[config.mk]
export PLATFORM = sky130hd
export DESIGN_NAME = mc_controller
export DESIGN_NICKNAME = d
export VERILOG_FILES = /design/src/rtl/mc_pkg.sv /design/src/rtl/alu_dec.sv /design/src/rtl/mc_controller.sv
export SDC_FILE = /design/constraint.sdc
export NUM_CORES = 1
export LEC_CHECK = 0
export CAP_MARGIN = 20
export CORE_ASPECT_RATIO = 1.25
export CORE_MARGIN = 2
export CORE_UTILIZATION = 41
export CTS_CLUSTER_DIAMETER = 30
export CTS_CLUSTER_SIZE = 28
export DETAILED_ROUTE_END_ITERATION = 10
export PLACE_DENSITY = 0.8
export SYNTH_ARGS = -nofsm -noshare
export SYNTH_HDL_FRONTEND = slang
export SYNTH_SLANG_ARGS = --single-unit
export TNS_END_PERCENT = 5
[constraint.sdc]
create_clock -name clk -period 2.1 [get_ports clk]
set_input_delay 0.42 -clock clk [delete_from_list [all_inputs] [get_ports clk]]
set_output_delay 0.42 -clock clk [all_outputs]
set_load 0.05 [all_outputs]
[src/rtl/mc_pkg.sv]
`default_nettype none
// ============================================================================
// mc_pkg : shared encodings for the multicycle RV32I controller
// Rev 1.0
// ============================================================================
package mc_pkg;

    typedef enum logic [3:0] {
        S_FETCH    = 4'd0,
        S_DECODE   = 4'd1,
        S_MEMADR   = 4'd2,
        S_MEMREAD  = 4'd3,
        S_MEMWB    = 4'd4,
        S_MEMWRITE = 4'd5,
        S_EXECR    = 4'd6,
        S_EXECI    = 4'd7,
        S_ALUWB    = 4'd8,
        S_BRANCH   = 4'd9,
        S_JAL      = 4'd10
    } state_t;

    localparam logic [3:0] ALU_ADD  = 4'b0000;
    localparam logic [3:0] ALU_SUB  = 4'b0001;
    localparam logic [3:0] ALU_AND  = 4'b0010;
    localparam logic [3:0] ALU_OR   = 4'b0011;
    localparam logic [3:0] ALU_XOR  = 4'b0100;
    localparam logic [3:0] ALU_SLT  = 4'b0101;
    localparam logic [3:0] ALU_SLL  = 4'b0110;
    localparam logic [3:0] ALU_SRL  = 4'b0111;
    localparam logic [3:0] ALU_SRA  = 4'b1000;
    localparam logic [3:0] ALU_SLTU = 4'b1001;

    localparam logic [6:0] OP_LOAD   = 7'b0000011;
    localparam logic [6:0] OP_STORE  = 7'b0100011;
    localparam logic [6:0] OP_RTYPE  = 7'b0110011;
    localparam logic [6:0] OP_ITYPE  = 7'b0010011;
    localparam logic [6:0] OP_BRANCH = 7'b1100011;
    localparam logic [6:0] OP_JAL    = 7'b1101111;

    localparam logic [1:0] RES_ALUOUT    = 2'b00;
    localparam logic [1:0] RES_DATA      = 2'b01;
    localparam logic [1:0] RES_ALURESULT = 2'b10;

    localparam logic [1:0] SRCA_PC    = 2'b00;
    localparam logic [1:0] SRCA_OLDPC = 2'b01;
    localparam logic [1:0] SRCA_A     = 2'b10;

    localparam logic [1:0] SRCB_WD   = 2'b00;
    localparam logic [1:0] SRCB_IMM  = 2'b01;
    localparam logic [1:0] SRCB_FOUR = 2'b10;

    localparam logic [1:0] IMM_I = 2'b00;
    localparam logic [1:0] IMM_S = 2'b01;
    localparam logic [1:0] IMM_B = 2'b10;
    localparam logic [1:0] IMM_J = 2'b11;

    // alu_op: fixed add, fixed sub, or decode from funct3/funct7
    localparam logic [1:0] ALUOP_ADD   = 2'b00;
    localparam logic [1:0] ALUOP_SUB   = 2'b01;
    localparam logic [1:0] ALUOP_FUNCT = 2'b10;

endpackage
`default_nettype wire

[src/rtl/alu_dec.sv]
`default_nettype none
// ============================================================================
// alu_dec : combinational ALU operation decoder
// Rev 1.0
// ============================================================================
module alu_dec
    import mc_pkg::*;
(
    input  logic [2:0] funct3,
    input  logic       funct7b5,
    input  logic       is_rtype,
    input  logic [1:0] alu_op,
    output logic [3:0] ALUControl
);

    always_comb begin
        ALUControl = ALU_ADD;
        case (alu_op)
            ALUOP_ADD: ALUControl = ALU_ADD;
            ALUOP_SUB: ALUControl = ALU_SUB;
            ALUOP_FUNCT: begin
                case (funct3)
                    // addi has no sub form, so bit 30 only matters for R-type
                    3'b000:  ALUControl = (funct7b5 && is_rtype) ? ALU_SUB : ALU_ADD;
                    3'b001:  ALUControl = ALU_SLL;
                    3'b010:  ALUControl = ALU_SLT;
                    3'b011:  ALUControl = ALU_SLTU;
                    3'b100:  ALUControl = ALU_XOR;
                    3'b101:  ALUControl = funct7b5 ? ALU_SRA : ALU_SRL;
                    3'b110:  ALUControl = ALU_OR;
                    default: ALUControl = ALU_AND;
                endcase
            end
            default: ALUControl = ALU_ADD;
        endcase
    end

endmodule
`default_nettype wire

[src/rtl/mc_controller.sv]
`default_nettype none
// ============================================================================
// mc_controller : multicycle RV32I Moore sequencer with memory-ready stalls
// Rev 1.0
// ============================================================================
module mc_controller
    import mc_pkg::*;
(
    input  logic       clk,
    input  logic       reset,
    input  logic [6:0] op,
    input  logic [2:0] funct3,
    input  logic       funct7b5,
    input  logic       Zero,
    input  logic       mem_ready,
    output logic       PCWrite,
    output logic       AdrSrc,
    output logic       MemWrite,
    output logic       IRWrite,
    output logic [1:0] ResultSrc,
    output logic [1:0] ALUSrcA,
    output logic [1:0] ALUSrcB,
    output logic [3:0] ALUControl,
    output logic [1:0] ImmSrc,
    output logic       RegWrite,
    output logic       illegal
);

    state_t     state;
    state_t     next_state;
    logic       pc_write_en;
    logic       mem_write_en;
    logic       ir_write_en;
    logic       reg_write_en;
    logic       illegal_en;
    logic [1:0] alu_op;
    logic       is_rtype;

    always_ff @(posedge clk or negedge reset) begin
        if (!reset) state <= S_FETCH;
        else        state <= next_state;
    end

    always_comb begin
        next_state   = S_FETCH;
        pc_write_en  = 1'b0;
        mem_write_en = 1'b0;
        ir_write_en  = 1'b0;
        reg_write_en = 1'b0;
        illegal_en   = 1'b0;
        AdrSrc       = 1'b0;
        ResultSrc    = RES_ALUOUT;
        ALUSrcA      = SRCA_PC;
        ALUSrcB      = SRCB_WD;
        ImmSrc       = IMM_I;
        alu_op       = ALUOP_ADD;
        is_rtype     = 1'b0;
        case (state)
            S_FETCH: begin
                ALUSrcB     = SRCB_FOUR;
                ResultSrc   = RES_ALURESULT;
                ir_write_en = mem_ready;
                pc_write_en = mem_ready;
                next_state  = mem_ready ? S_DECODE : S_FETCH;
            end
            S_DECODE: begin
                ALUSrcA = SRCA_OLDPC;
                ALUSrcB = SRCB_IMM;
                // JAL needs its own target in ALUOut before the JAL state
                ImmSrc  = (op == OP_JAL) ? IMM_J : IMM_B;
                case (op)
                    OP_LOAD, OP_STORE: next_state = S_MEMADR;
                    OP_RTYPE:          next_state = S_EXECR;
                    OP_ITYPE:          next_state = S_EXECI;
                    OP_BRANCH:         next_state = S_BRANCH;
                    OP_JAL:            next_state = S_JAL;
                    default: begin
                        illegal_en = 1'b1;
                        next_state = S_FETCH;
                    end
                endcase
            end
            S_MEMADR: begin
                ALUSrcA    = SRCA_A;
                ALUSrcB    = SRCB_IMM;
                ImmSrc     = (op == OP_STORE) ? IMM_S : IMM_I;
                next_state = (op == OP_STORE) ? S_MEMWRITE : S_MEMREAD;
            end
            S_MEMREAD: begin
                AdrSrc     = 1'b1;
                next_state = mem_ready ? S_MEMWB : S_MEMREAD;
            end
            S_MEMWB: begin
                ResultSrc    = RES_DATA;
                reg_write_en = 1'b1;
            end
            S_MEMWRITE: begin
                AdrSrc       = 1'b1;
                mem_write_en = 1'b1;
                next_state   = mem_ready ? S_FETCH : S_MEMWRITE;
            end
            S_EXECR: begin
                ALUSrcA    = SRCA_A;
                alu_op     = ALUOP_FUNCT;
                is_rtype   = 1'b1;
                next_state = S_ALUWB;
            end
            S_EXECI: begin
                ALUSrcA    = SRCA_A;
                ALUSrcB    = SRCB_IMM;
                alu_op     = ALUOP_FUNCT;
                next_state = S_ALUWB;
            end
            S_ALUWB: begin
                reg_write_en = 1'b1;
            end
            S_BRANCH: begin
                ALUSrcA     = SRCA_A;
                alu_op      = ALUOP_SUB;
                pc_write_en = ((funct3 == 3'b000) && Zero) || ((funct3 == 3'b001) && !Zero);
            end
            S_JAL: begin
                ALUSrcA     = SRCA_OLDPC;
                ALUSrcB     = SRCB_FOUR;
                pc_write_en = 1'b1;
                next_state  = S_ALUWB;
            end
            default: next_state = S_FETCH;
        endcase
    end

    alu_dec u_alu_dec (
        .funct3     (funct3),
        .funct7b5   (funct7b5),
        .is_rtype   (is_rtype),
        .alu_op     (alu_op),
        .ALUControl (ALUControl)
    );

    // State is already forced to FETCH by the async reset; FETCH's
    // mem_ready-driven enables still need masking while reset is held.
    assign PCWrite  = pc_write_en  & reset;
    assign IRWrite  = ir_write_en  & reset;
    assign MemWrite = mem_write_en & reset;
    assign RegWrite = reg_write_en & reset;
    assign illegal  = illegal_en   & reset;

endmodule
`default_nettype wire

==> results by stage, run 1 <==
Placed design:
- Summing all placed instances gives a cell area of 1450 um^2.
- Routability-driven placement finished with a final weighted congestion of 0.802.
- The port buffer count is 32.
- The pre-CTS setup slack is -218 ps.
- The HPWL after detailed placement is 2140 um.

Floorplan:
- The number of I/O pins is 33.
- The vertical extent of the die is 50.6 um.
- The horizontal die dimension is 41.3 um.
- For this configuration, the core starts out at a cell density of 0.445.
- The total number of placement rows is 16.

Clock network:
- The buffer depth of the longest clock path is 2.
- The post-cts hold buffer count is 0.
- The tree is rooted in a sky130_fd_sc_hd__clkbuf_4.
- Clock tree synthesis inserted a total of 3 buffers.
- In this run the number of H-tree levels came out at 1.
- The number of gates resized after cts is 27.
- The clock sink count is 4.
- Buffers added to address setup during post-CTS repair amount to 5.

Logic synthesis:
- The synthesized-area fraction occupied by ao, oa, aoi and oai cells is 0.237.
- Counting flops with an async set or reset pin after synthesis yields a share of 1.00.
- Counting every net in the synthesized netlist gives 118.
- The number of cells produced by synthesis is 101.
- The post-synthesis adder-cell area fraction is 0.0351.
- The distinct cell type count after synthesis is 43.
- The portion of synthesized area spent on multiplexers is 0.0141.
- The largest area contributor in the synthesized netlist is sky130_fd_sc_hd__dfrtp_1.
- Of the synthesized area, sequential elements account for 0.141.
- The synthesized design contains 0 enable-type register cells.
- The most common cell in the synthesized netlist is sky130_fd_sc_hd__a21oi_1.
- After synthesis the netlist holds a flip-flop and latch count of 4.
- In the synthesized netlist the dominant register cell turns out to be sky130_fd_sc_hd__dfrtp_1.
- The largest family of logic cells by synthesized area is simple AND/OR/NAND/NOR gates.
- Counting instances in the post-synthesis netlist gives the leading cell types as sky130_fd_sc_hd__a21oi_1 (10), sky130_fd_sc_hd__nand2b_1 (8), sky130_fd_sc_hd__nor2_1 (8), sky130_fd_sc_hd__nand2_1 (7).
- The share of the synthesized area in the top cell type is 0.141.
- The xor/xnor share of the synthesized area is 0.0369.
- A synthesized cell averages 7.05 um^2.
- The count of synthesis-stage warnings from yosys is 0.
- The synthesized cell area is 712 um^2.
- Of the total synthesized cell area, the portion taken by AND, OR, NAND and NOR gates is 0.471.
- After synthesis, the cell types taking the most area are sky130_fd_sc_hd__dfrtp_1 (14%), sky130_fd_sc_hd__a21oi_1 (7.0%), sky130_fd_sc_hd__nand2b_1 (7.0%).

Run status:
- The stopping stage is clock tree synthesis (4_1_cts).
- The flow did not finish.
- The tool reported: "[ERROR DPL-0038] Utilization greater than 100%, impossible to legalize".
==> logic make-up after synthesis <==
logic type      after synthesis
simple gates                 55
compound gates               24
fa+ha+maj                     2
mux                           1
xor+xnor                      3
flops                         4
buf+inv                      12
==> per-stage QoR <==
stage | hold slack [ps] | instances
floorplan | 124 | 101
global placement | 593 | 171
detailed placement | 600 | 171
==> inputs of run 2 (changes only) <==
--- a/config.mk
+++ b/config.mk
@@ -6,13 +6,10 @@
 export NUM_CORES = 1
 export LEC_CHECK = 0
 export CAP_MARGIN = 20
-export CORE_ASPECT_RATIO = 1.25
-export CORE_MARGIN = 2
-export CORE_UTILIZATION = 41
-export CTS_CLUSTER_DIAMETER = 30
-export CTS_CLUSTER_SIZE = 28
+export CORE_AREA = 2 2 63 65
 export DETAILED_ROUTE_END_ITERATION = 10
-export PLACE_DENSITY = 0.8
+export DIE_AREA = 0 0 65 67
+export PLACE_DENSITY_LB_ADDON = 0.15
 export SYNTH_ARGS = -nofsm -noshare
 export SYNTH_HDL_FRONTEND = slang
 export SYNTH_SLANG_ARGS = --single-unit
==> run 2 against run 1 <==
The flow now finishes, with violations (setup timing). Synthesized area is the same. Synthesized cell count is the same.
==> results by stage, run 2 <==
Run status:
- The flow ran to the end, but the final reports show violations.
- The checks that failed: setup timing.

Layout:
- The number of nets in the final layout is 178.
- The area growth from synthesis to layout is 127%.
- The register containing the most flip-flops in the final layout is state.
- The commonest non-fill, non-tap cell in the layout is sky130_fd_sc_hd__buf_4.
- The share of post-route cells with drive strength above 1 is 0.447.
- The area of the multi-input gates is 669 um^2.
- The largest registers in the layout are state (4).
- The storage element area is 100 um^2.
- The filler cell count in the final layout is 371.
- After the flow finishes, the layout carries non-filler instances totaling 207.
- The number of antenna diodes in the final layout is 0.
- The register with the most flip-flops in the layout has 4 of them.
- In the layout the commonest cells are sky130_fd_sc_hd__buf_4 (27), sky130_fd_sc_hd__buf_12 (17), sky130_fd_sc_hd__clkdlybuf4s50_1 (10), sky130_fd_sc_hd__nand2b_1 (8), sky130_fd_sc_hd__nor2_1 (8).
- The final cell utilization of the core is 0.447.

Setup path:
- In this run the worst path has a maximum fanout of 4.
- The critical path contains buffers and inverters numbering 3 combined.
- The cell family contributing the most delay on the critical path is simple AND/OR/NAND/NOR gates.
- The endpoint type of the worst setup path is a primary output.
- The worst setup path startpoint is state[1].
- The worst register-to-register path has a depth of 6.
- The arrival time reported for the critical path endpoint is 1760 ps.
- The critical path crosses 6 cells after its start point.
- The worst setup path is of the reg2out kind.
- The critical path goes through nand2b_4 -> buf_6 -> or3_4 -> nor4_4 -> buf_4 -> buf_12.
- The critical path's slowest cell is sky130_fd_sc_hd__or3_4.
- The highest cell delay on the worst timing path is 400 ps.
- STA classifies the critical path startpoint as a register.
- The setup slack of the most critical reg-to-reg path is 520 ps.
- The last element of the critical path is illegal.
- The critical register-to-register path startpoint is state[1].
- The required time of the critical path is 1680 ps.
- The endpoint identified for the worst register-to-register timing path is state[2].

Logic synthesis:
- The synthesis-stage register bit count came to 4 (unchanged).
- The count of synthesis-stage warnings from yosys is 0 (unchanged).
- The number of cells produced by synthesis came to 101 (unchanged).
- The synthesized cell area came to 712 um^2 (unchanged).
- The largest family of logic cells by synthesized area is simple AND/OR/NAND/NOR gates.
- The xor/xnor share of the synthesized area is 0.0369 (unchanged).
- The number of nets in the synthesized netlist came to 118 (unchanged).
- The synthesized-area fraction occupied by ao, oa, aoi and oai cells is 0.237 (unchanged).
- Yosys attributes the largest share of cell area to sky130_fd_sc_hd__dfrtp_1 (14%), sky130_fd_sc_hd__a21oi_1 (7.0%), sky130_fd_sc_hd__nand2b_1 (7.0%).
- The mean instance size in the synthesized netlist is 7.05 um^2 (unchanged).
- The distinct cell type count after synthesis is 43 (unchanged).
- The post-synthesis adder-cell area fraction came to 0.0351 (unchanged).
- The largest total area in the synthesized netlist belongs to sky130_fd_sc_hd__dfrtp_1.
- The mux cell area share after synthesis came to 0.0141 (unchanged).
- The commonest cells after synthesis are sky130_fd_sc_hd__a21oi_1 (10), sky130_fd_sc_hd__nand2b_1 (8), sky130_fd_sc_hd__nor2_1 (8), sky130_fd_sc_hd__nand2_1 (7).
- The share of the synthesized area in the top cell type is 0.141 (unchanged).
- The most used flip-flop cell after synthesis is sky130_fd_sc_hd__dfrtp_1.
- The number of enable-type register cells in the synthesized netlist was 0 (unchanged).
- The simple-gate share of the synthesized area came to 0.471 (unchanged).
- The most common cell in the synthesized netlist is sky130_fd_sc_hd__a21oi_1.
- The async set-reset flop share out of synthesis came to 1.00 (unchanged).
- The sequential fraction of the synthesis area was 0.141 (unchanged).

Clock network:
- The depth of the CTS H-tree is 1 (unchanged).
- The clock tree from TritonCTS is yes.
- The post-CTS clock slew at the launch and capture registers of the worst setup and hold paths is 30 ps.
- The clock sink count was 4 (unchanged).
- The post-cts hold buffer count is 0 (unchanged).
- The number of CTS-inserted buffers is 3 (unchanged).
- The buffer depth of the longest clock path is 2 (unchanged).
- For the worst-skew pair, the clock arrives at the later sink with an insertion delay of 220 ps.
- The library cell used as clock root buffer is sky130_fd_sc_hd__clkbuf_8.

Floorplan:
- The number of I/O pins came to 33 (unchanged).
- After floorplanning, the core was sized to cover 3610 um^2.
- The total number of placement rows is 22 (+6).
- The horizontal die dimension is 65 um (+57%).
- The total die area is 4360 um^2.
- The starting utilization of the core area is 0.197 (-0.247).
- The vertical extent of the die is 67 um (+32%).

Pwr:
- For this design the total switching power over the nets is 198 uW.
- The switching share of power is 0.358.
- Power spread over the standard cell area amounts to 343 nW/um^2.
- The clock share of power is 0.287.
- The worst IR drop on VDD is 0.188 mV.
- Of the total power, combinational logic draws 0.562.
- The internal power is 355 uW.
- The share of total power dissipated in sequential elements is 0.151.
- The analysis attributes to cell leakage a power of 0.678 nW.

Routing:
- The detail-routed via count per cell is 4.78.
- After detailed routing, the met3 layer carries 162 um of wire.
- In the routed design, unresolved DRC markers number 0.
- The top routing layer in use is met4.
- The wire length per cell after detailed routing is 11.3 um.
- In the detailed route, the total length drawn on met2 is 1250 um.
- For this block, the routed nets add up to 2340 um of wire.
- The iteration count of the initial detailed-routing pass is 4.
- Once detail routing completed, the nets flagged for antenna violations numbered 0.
- In this run, the number of DRC markers left after iteration 0 of detailed routing was 16.
- The number of vias after detailed routing is 990.
- For this block, wires on met1 add up to 908 um.

Timing:
- The final max-slew violation count is 0.
- Setup total negative slack on the finished layout was measured at -244 ps.
- The worst slew slack as a fraction of its limit is 0.712.
- Dividing the final minimum period by the clock period gives 1.04.
- Derived from the worst setup path, the maximum achievable clock frequency is 459 MHz.
- The smallest clock period supported by the final layout is computed as 2180 ps.
- Setup repair after global routing could not meet its margin everywhere.
- The final setup slack of the worst path is -79.0 ps.
- The transition time of the tightest slew-check pin is 431 ps.
- The post-route clock skew is 1.21 ps.
- Setup violations remaining at the end of the flow were counted as 5.
- The hold violation total from the final report is 0.

Global routing:
- The number of antenna violations at the first check in global routing came to 0.
- Across every metal layer, demand over resource in global routing totals 0.118.
- The first global-routing pass estimated 4080 um of wire.
- The via count of the first global-routing pass came to 995.
- Entering global routing, the biggest net connects 16 pins.
- The aggregate global routing overflow is 0.

Placed design:
- The instance count after placement with tap cells included is 198 (+16%).
- The port buffer count is 32 (unchanged).
- The global placer's final weighted congestion is 0.738 (-8.0%).
- The HPWL after detailed placement is 1930 um (-9.6%).

Hold path:
- The class of the tightest hold or removal check is in2async.

Job:
- Max-cap violations in this run came to 0.
run 2: worst min-delay path by stage:
stage	from	endpoint	depth (start not counted)	slack, ps
2_1_floorplan	reset	state[0]	0	120
3_3_place_gp	state[3]	state[0]	2	650
3_5_place_dp	state[3]	state[0]	2	640
4_1_cts	reset	state[3]	2	520
5_1_grt	reset	state[1]	2	540
6_report	reset	state[3]	2	510
run 2: metrics by stage:
stage / instance area [um^2] / hold WS [ps] / worst slack [ps] / total power [mW]
2_1_floorplan: 768 / 124 / -351 / 0.232
3_3_place_gp: 1470 / 649 / -156 / 0.387
3_5_place_dp: 1470 / 639 / -176 / 0.389
4_1_cts: 1570 / 517 / -102 / 0.560
5_1_grt: 1610 / 542 / -151 / 0.585
6_report: 1610 / 513 / -79.0 / 0.554
run 2: cells by family (layout without fill, tap and decap cells):
family	count (synthesis)	count (layout)
adders and majority gates	2	2
DFF	4	4
AOI/OAI and AO/OA	24	24
muxes	1	1
and+or+nand+nor	55	55
xor gates and xnor gates	3	3
buffers and inverters	12	70
run 2: repair_timing:
action                     in CTS  in global routing
setup buffers                   1                  5
resized for setup              16                  2
setup endpoints to repair       8                  9
pin swaps                       7                  2
run 2: cell type report:
| type | count | share of cell area |
|---|---|---|
| multi-input combinational | 85 | 0.415 |
| timing repair buffer | 62 | 0.448 |
| inverter | 5 | 0.0116 |
| tap | 48 | 0.0372 |
| sequential | 4 | 0.0621 |
| clock buffer | 3 | 0.0256 |
run 2: power groups by stage:
| stage | clock network (mW) | registers, mW | logic (mW) |
|---|---|---|---|
| 4_1_cts | 0.164 | 0.0834 | 0.313 |
| 5_1_grt | 0.170 | 0.0837 | 0.331 |
| 3_3_place_gp | 0 | 0.0831 | 0.304 |
| 2_1_floorplan | 0 | 0.0868 | 0.145 |
| 3_5_place_dp | 0 | 0.0833 | 0.305 |
| 6_report | 0.159 | 0.0834 | 0.311 |
run 2: layer usage:
metal  track usage  vias up
met2         0.236       36
met5             0        -
met4        0.0346        0
met1         0.119      458
li1              -      493
met3        0.0287        3
No activity file was read; power rests on OpenSTA's default activity.
